File: src/rtl/pc_gen_pkg.sv
// pc_gen_pkg: FSM state type and default parameters shared by the
// fetch PC generator and its return stack.
package pc_gen_pkg;

  typedef enum logic [1:0] {
    BOOT,
    RUN,
    HALTED
  } pc_state_e;

  localparam int unsigned     PC_ADDR_W    = 64;
  localparam int unsigned     PC_INC       = 4;
  localparam longint unsigned PC_RESET_VEC = 0;
  localparam int unsigned     PC_RAS_DEPTH = 4;

endpackage

File: src/rtl/pc_ras.sv
// pc_ras: circular return-address stack; a push while full overwrites
// the oldest entry, and push+pop together replaces the top entry.
module pc_ras
  import pc_gen_pkg::*;
#(
  parameter int unsigned ADDR_W = PC_ADDR_W,
  parameter int unsigned DEPTH  = PC_RAS_DEPTH
) (
  input  logic              Clock,
  input  logic              Reset_n,
  input  logic              push_i,
  input  logic              pop_i,
  input  logic [ADDR_W-1:0] push_data_i,
  output logic [ADDR_W-1:0] top_o,
  output logic              empty_o
);

  localparam int unsigned PW = $clog2(DEPTH);
  localparam int unsigned CW = $clog2(DEPTH + 1);

  logic [ADDR_W-1:0] mem_q [DEPTH];
  logic [PW-1:0]     ptr_q, ptr_d;
  logic [PW-1:0]     top_idx, wr_idx;
  logic [CW-1:0]     cnt_q, cnt_d;

  assign top_idx = ptr_q - PW'(1);
  assign wr_idx  = pop_i ? top_idx : ptr_q;
  assign top_o   = mem_q[top_idx];
  assign empty_o = (cnt_q == '0);

  always_comb begin
    ptr_d = ptr_q;
    cnt_d = cnt_q;
    unique case ({push_i, pop_i})
      2'b10: begin
        ptr_d = ptr_q + PW'(1);
        if (cnt_q != CW'(DEPTH)) cnt_d = cnt_q + CW'(1);
      end
      2'b01: begin
        if (cnt_q != '0) begin
          ptr_d = top_idx;
          cnt_d = cnt_q - CW'(1);
        end
      end
      default: ;
    endcase
  end

  always_ff @(negedge Clock or negedge Reset_n) begin
    if (!Reset_n) begin
      ptr_q <= '0;
      cnt_q <= '0;
    end else begin
      ptr_q <= ptr_d;
      cnt_q <= cnt_d;
    end
  end

  // Contents are only meaningful below the count, so no reset is needed.
  always_ff @(negedge Clock) begin
    if (push_i) mem_q[wr_idx] <= push_data_i;
  end

endmodule

File: src/rtl/pc_gen.sv
// pc_gen: fetch program-counter generator with redirect, halt and an
// optional return-address stack enabled by PC_RAS_EN.
module pc_gen
  import pc_gen_pkg::*;
#(
  parameter int unsigned       ADDR_W    = PC_ADDR_W,
  parameter int unsigned       INC       = PC_INC,
  parameter logic [ADDR_W-1:0] RESET_VEC = ADDR_W'(PC_RESET_VEC),
  parameter int unsigned       RAS_DEPTH = PC_RAS_DEPTH
) (
  input  logic              Clock,
  input  logic              Reset_n,
  input  logic              Hit,
  input  logic              Redirect,
  input  logic [ADDR_W-1:0] RedirectAddr,
  input  logic              Halt,
  input  logic              Call,
  input  logic              Ret,
  output logic [ADDR_W-1:0] Address,
  output logic              Valid,
  output logic              RasEmpty
);

  pc_state_e         state_q, state_d;
  logic [ADDR_W-1:0] addr_q, addr_d;
  logic [ADDR_W-1:0] seq_addr;

  assign seq_addr = addr_q + ADDR_W'(INC);

`ifdef PC_RAS_EN
  logic              ras_push, ras_pop;
  logic [ADDR_W-1:0] ras_top;
  logic              ras_empty;

  pc_ras #(
    .ADDR_W(ADDR_W),
    .DEPTH (RAS_DEPTH)
  ) u_ras (
    .Clock      (Clock),
    .Reset_n    (Reset_n),
    .push_i     (ras_push),
    .pop_i      (ras_pop),
    .push_data_i(seq_addr),
    .top_o      (ras_top),
    .empty_o    (ras_empty)
  );

  assign RasEmpty = ras_empty;
`else
  logic unused_ras;
  assign unused_ras = ^{Call, Ret};
  assign RasEmpty   = 1'b1;
`endif

  always_comb begin
    state_d = state_q;
    addr_d  = addr_q;
`ifdef PC_RAS_EN
    ras_push = 1'b0;
    ras_pop  = 1'b0;
`endif
    unique case (state_q)
      BOOT: state_d = RUN;
      RUN: begin
        if (Redirect) begin
          addr_d = RedirectAddr;
        end else if (Halt) begin
          state_d = HALTED;
        end else if (Hit) begin
          addr_d = seq_addr;
`ifdef PC_RAS_EN
          ras_push = Call;
          // Empty stack: a return falls back to the sequential address.
          if (Ret && !ras_empty) begin
            addr_d  = ras_top;
            ras_pop = 1'b1;
          end
`endif
        end
      end
      HALTED: begin
        if (Redirect) begin
          addr_d  = RedirectAddr;
          state_d = RUN;
        end
      end
      default: state_d = BOOT;
    endcase
  end

  always_ff @(negedge Clock or negedge Reset_n) begin
    if (!Reset_n) begin
      state_q <= BOOT;
      addr_q  <= RESET_VEC;
    end else begin
      state_q <= state_d;
      addr_q  <= addr_d;
    end
  end

  assign Address = addr_q;
  assign Valid   = (state_q == RUN);

endmodule
File: config.mk
export PLATFORM = sky130hd
export DESIGN_NAME = pc_gen
export DESIGN_NICKNAME = d
export VERILOG_FILES = /design/src/rtl/pc_gen_pkg.sv /design/src/rtl/pc_ras.sv /design/src/rtl/pc_gen.sv
export SDC_FILE = /design/constraint.sdc
export NUM_CORES = 1
export LEC_CHECK = 0
export ABC_CLOCK_PERIOD_IN_PS = 2300
export BUFFER_PORTS_ARGS = -buffer_cell sky130_fd_sc_hd__buf_2
export CORE_UTILIZATION = 47
export DETAILED_ROUTE_END_ITERATION = 6
export GPL_ROUTABILITY_DRIVEN = 1
export GPL_TIMING_DRIVEN = 1
export PLACE_DENSITY = 0.77
export REMOVE_ABC_BUFFERS = 1
export SLEW_MARGIN = 10
export SYNTH_ARGS = -nofsm -noshare
export SYNTH_HDL_FRONTEND = slang
export SYNTH_SLANG_ARGS = --single-unit
File: constraint.sdc
create_clock -name Clock -period 2.3 [get_ports Clock]
set_input_delay 0 -clock Clock [delete_from_list [all_inputs] [get_ports Clock]]
set_output_delay 0 -clock Clock [all_outputs]
set_load 0.03 [all_outputs]
Yosys cells after proc, flatten, opt, wreduce, memory -nomap -nowiden
Index checks and enable logic that the tools add are counted.

cells by class
  add/sub/neg operators = 1
  multipliers = 0
  divide/modulo/power cells = 0
  order comparisons = 0
  eq/ne operators = 7
  shifts and indexed selects = 0
  mux-type cells = 9
  bitwise operators = 0
  reductions and logical operators = 4

operators by type and width
  operator                 count
  $mux W64                 4
  $pmux W64 S2             1
  $add A64 B3 Y64 const B  1
  $mux W2                  3
  $ne A2 B2 Y1 const B     3
  $ne A3 B3 Y1 const B     2
  $pmux W2 S3              1
  $reduce_and A4 Y1        1
  $reduce_and A3 Y1        1
  $eq A2 B1 Y1 const B     1
  $eq A2 B2 Y1 const B     1
  $logic_not A2 Y1         1
  $reduce_bool A2 Y1       1

storage, ports and cells
  bits in registers = 66
  latch bits = 0
  memory bits (writable) = 0
  memory bits (read-only) = 0
  output and inout port bits = 66
  logic and storage cells = 23
  memories = 0

Logic depth before layout (Yosys ltp)
  depth in word-level cells = 5
  mapped depth = 10
  mapped depth without buffers = 8

==> results.tsv <==
metric	value	unit
initial_core_util	0.482	
power_density	1420	nW/um2
cts-htree-levels	3	
synth_area	4420	um2
synthAdderAreaFrac	0.0113	
clkTransAtPathRegs	50	ps
r2r_start	Address[2]	
antenna_found_initial	0	
grt_max_degree	67	
end_kind	primary output	
ys_async_sr_fraction	1.00	
synth_compound_gate_area_share	0.254	
peakVddDrop	0.840	mV
yosysTopAreaCell	dfrtn_1	
required	2300	ps
syn_to_final_growth	37.0	%
finalHoldViolations	0	
dieWidth	98.9	um
ys_ff_latch	66	
synth_ff_type	dfrtn_1	
status	completed	
yosys_warnings	0	
root_buffer	clkbuf_8	
nFillCells	794	
drv_slew	0	
port_buffers	133	
cp_max_fo	8	
critPathLaunchType	register	
ios	137	
yosys-top-cells-area	dfrtn_1 (37%), a21oi_1 (5.9%), nand2_1 (4.3%)	
synthMuxAreaShare	0.00737	
r2r_slack	100	ps
hold_path_startpoint	Address[0]	
cts_buffer_depth	2	
cp.arrival	2280	ps
drc_errors	0	
synth_enable_flop_cells	0	
hold_ws	452	ps
synthCells	545	
routedWlPerCell	18.2	um
cts_num_sinks	66	
power_frac_seq	0.278	
dp.cells	829	
finClkSkew	5.53	ps
cts_buffers	9	
vias_per_cell	6.32	
synth.most_common_cell	dfrtn_1	
worstHoldEndpoint	Address[0]	
grt_pass1_wl	24900	um
drtIter0Drc	337	
multi_input_area	2640	um2
nets	810	
rows	35	
design.core.area	9150	um2
r2r-end	Address[51]	
p_sw	4390	uW
place_hpwl	11300	um
hp-class	register to register	
rsz0062_at_grt	yes	
synth.top_cells.by_count	dfrtn_1 (66), a21oi_1 (52), nand2_1 (51)	
worstSetupPathType	register to primary output	
cts_tree	done	
power	8570	uW
syn_area_per_cell	8.10	um2
setup_violations	0	
diodes	0	
dieArea	9790	um2
reg2reg_depth	7	
leakage	0.00269	uW
p_int	4180	uW
clkLatencyLatePin	340	ps
via_count	5376	
yosys.area_share.simple	0.311	
grtUsageTotal	0.323	
die_h	98.9	um
p_clk_frac	0.106	
gp_congestion	0.956	
drive_gt1_frac	0.347	
dr.pass1.iters	5	
seqCellArea	1650	um2
p_comb_frac	0.615	
grt_pass1_vias	5000	
synth_top_family_by_area	simple AND/OR/NAND/NOR gates	
synth-seq-area-share	0.374	
drt_wl_total	15500	um
stdcell_count	851	
synth-xor-area-share	0	
synth.distinct_cells	53	
ant_nets	0	
grt_remaining_overflow	0	
p_sw_frac	0.513	
cap_violations	0	
yosysTopAreaCellShare	0.374	
holdPathStages	1	
[cells in the final DEF (no fill, tap or decap), types with 3 or more instances in the layout]
cell and instances:
buf_2 127, buf_4 82, dfrtn_1 66, a21oi_1 52, nand2_1 51, nor2_1 45
nand3_1 34, o21ai_0 29, nand4_1 24, nor3_1 24, and3_1 21, o22ai_1 18
o32ai_1 12, and2_1 11, a2bb2oi_1 11, a311oi_1 10, clkbuf_8 10, and4_1 9
a211oi_1 8, buf_12 8, inv_1 6, a31oi_1 6, a22oi_1 6, nor4_1 5
or2_2 3, nor2b_1 3, nor4_4 3, ha_1 3, clkinv_2 3
[final cells by class]
type	instances	area share
multi-input cells	433	0.436
flip-flops and latches	66	0.273
repair buffers	218	0.235
clock buffers	11	0.0234
well taps	111	0.0230
clock inverters	5	0.00496
inverters	7	0.00434
[state kept, by name (all words and copies together), names as in the netlist]
signal	flops
state_q	2
Address	64
[metrics by stage]
stage | setup WS (ps) | setup TNS (ps) | util | area [um2]
after CTS | 3.29 | 0 | 0.652 | 5970
after floorplan | -2940 | -127610 | - | 4260
after global placement | -236 | -7080 | 0.632 | 5780
final | 25.0 | 0 | 0.661 | 6050
after detailed placement | -293 | -9710 | 0.632 | 5780
after global routing | -15.0 | -29.0 | 0.661 | 6050
[routing by layer]
metal / GRT usage / routed length, um
met5: 0 / 0
met4: 0.125 / 352
met3: 0.0674 / 1500
met2: 0.527 / 7250
met1: 0.423 / 6380
[worst max-delay path: stages, from the launching register on]
cell and delay [ps]:
dfrtn_1 450, buf_4 170, buf_4 160
[logic make-up (layout without fill, tap and decap cells)]
| family | after synthesis | count (layout) |
|---|---|---|
| DFF | 66 | 66 |
| other | 1 | 1 |
| AOI/OAI and AO/OA | 173 | 173 |
| adders and majority gates | 4 | 4 |
| buffers and inverters | 46 | 241 |
| muxes | 3 | 3 |
| and+or+nand+nor | 252 | 252 |
[what timing repair did]
| action | in CTS | in global routing |
|---|---|---|
| endpoints found under the setup margin | 2 | 27 |
| hold buffers | 0 | 0 |
| setup buffers | 1 | 5 |
| gates resized for setup | 4 | 16 |
[power by group through the flow]
| stage | Clock, uW | Combinational, uW | Sequential (uW) |
|---|---|---|---|
| 6_report | 910 | 5270 | 2390 |
| 5_1_grt | 968 | 5660 | 2450 |
| 4_1_cts | 919 | 5110 | 2370 |
| 3_5_place_dp | 0 | 5050 | 2390 |
| 3_3_place_gp | 0 | 4940 | 2360 |
| 2_1_floorplan | 0 | 1850 | 3470 |
[worst max path at each step]
stage / cells after the start / from / endpoint
after floorplan: 4 / Redirect / Address[54]
after global placement: 7 / Halt / Address[39]
after detailed placement: 7 / Halt / Address[39]
after CTS: 1 / Address[32] / Address[32]
after global routing: 7 / Address[11] / Address[51]
final: 2 / Address[9] / Address[9]
Power figures use the tool's default switching activity.
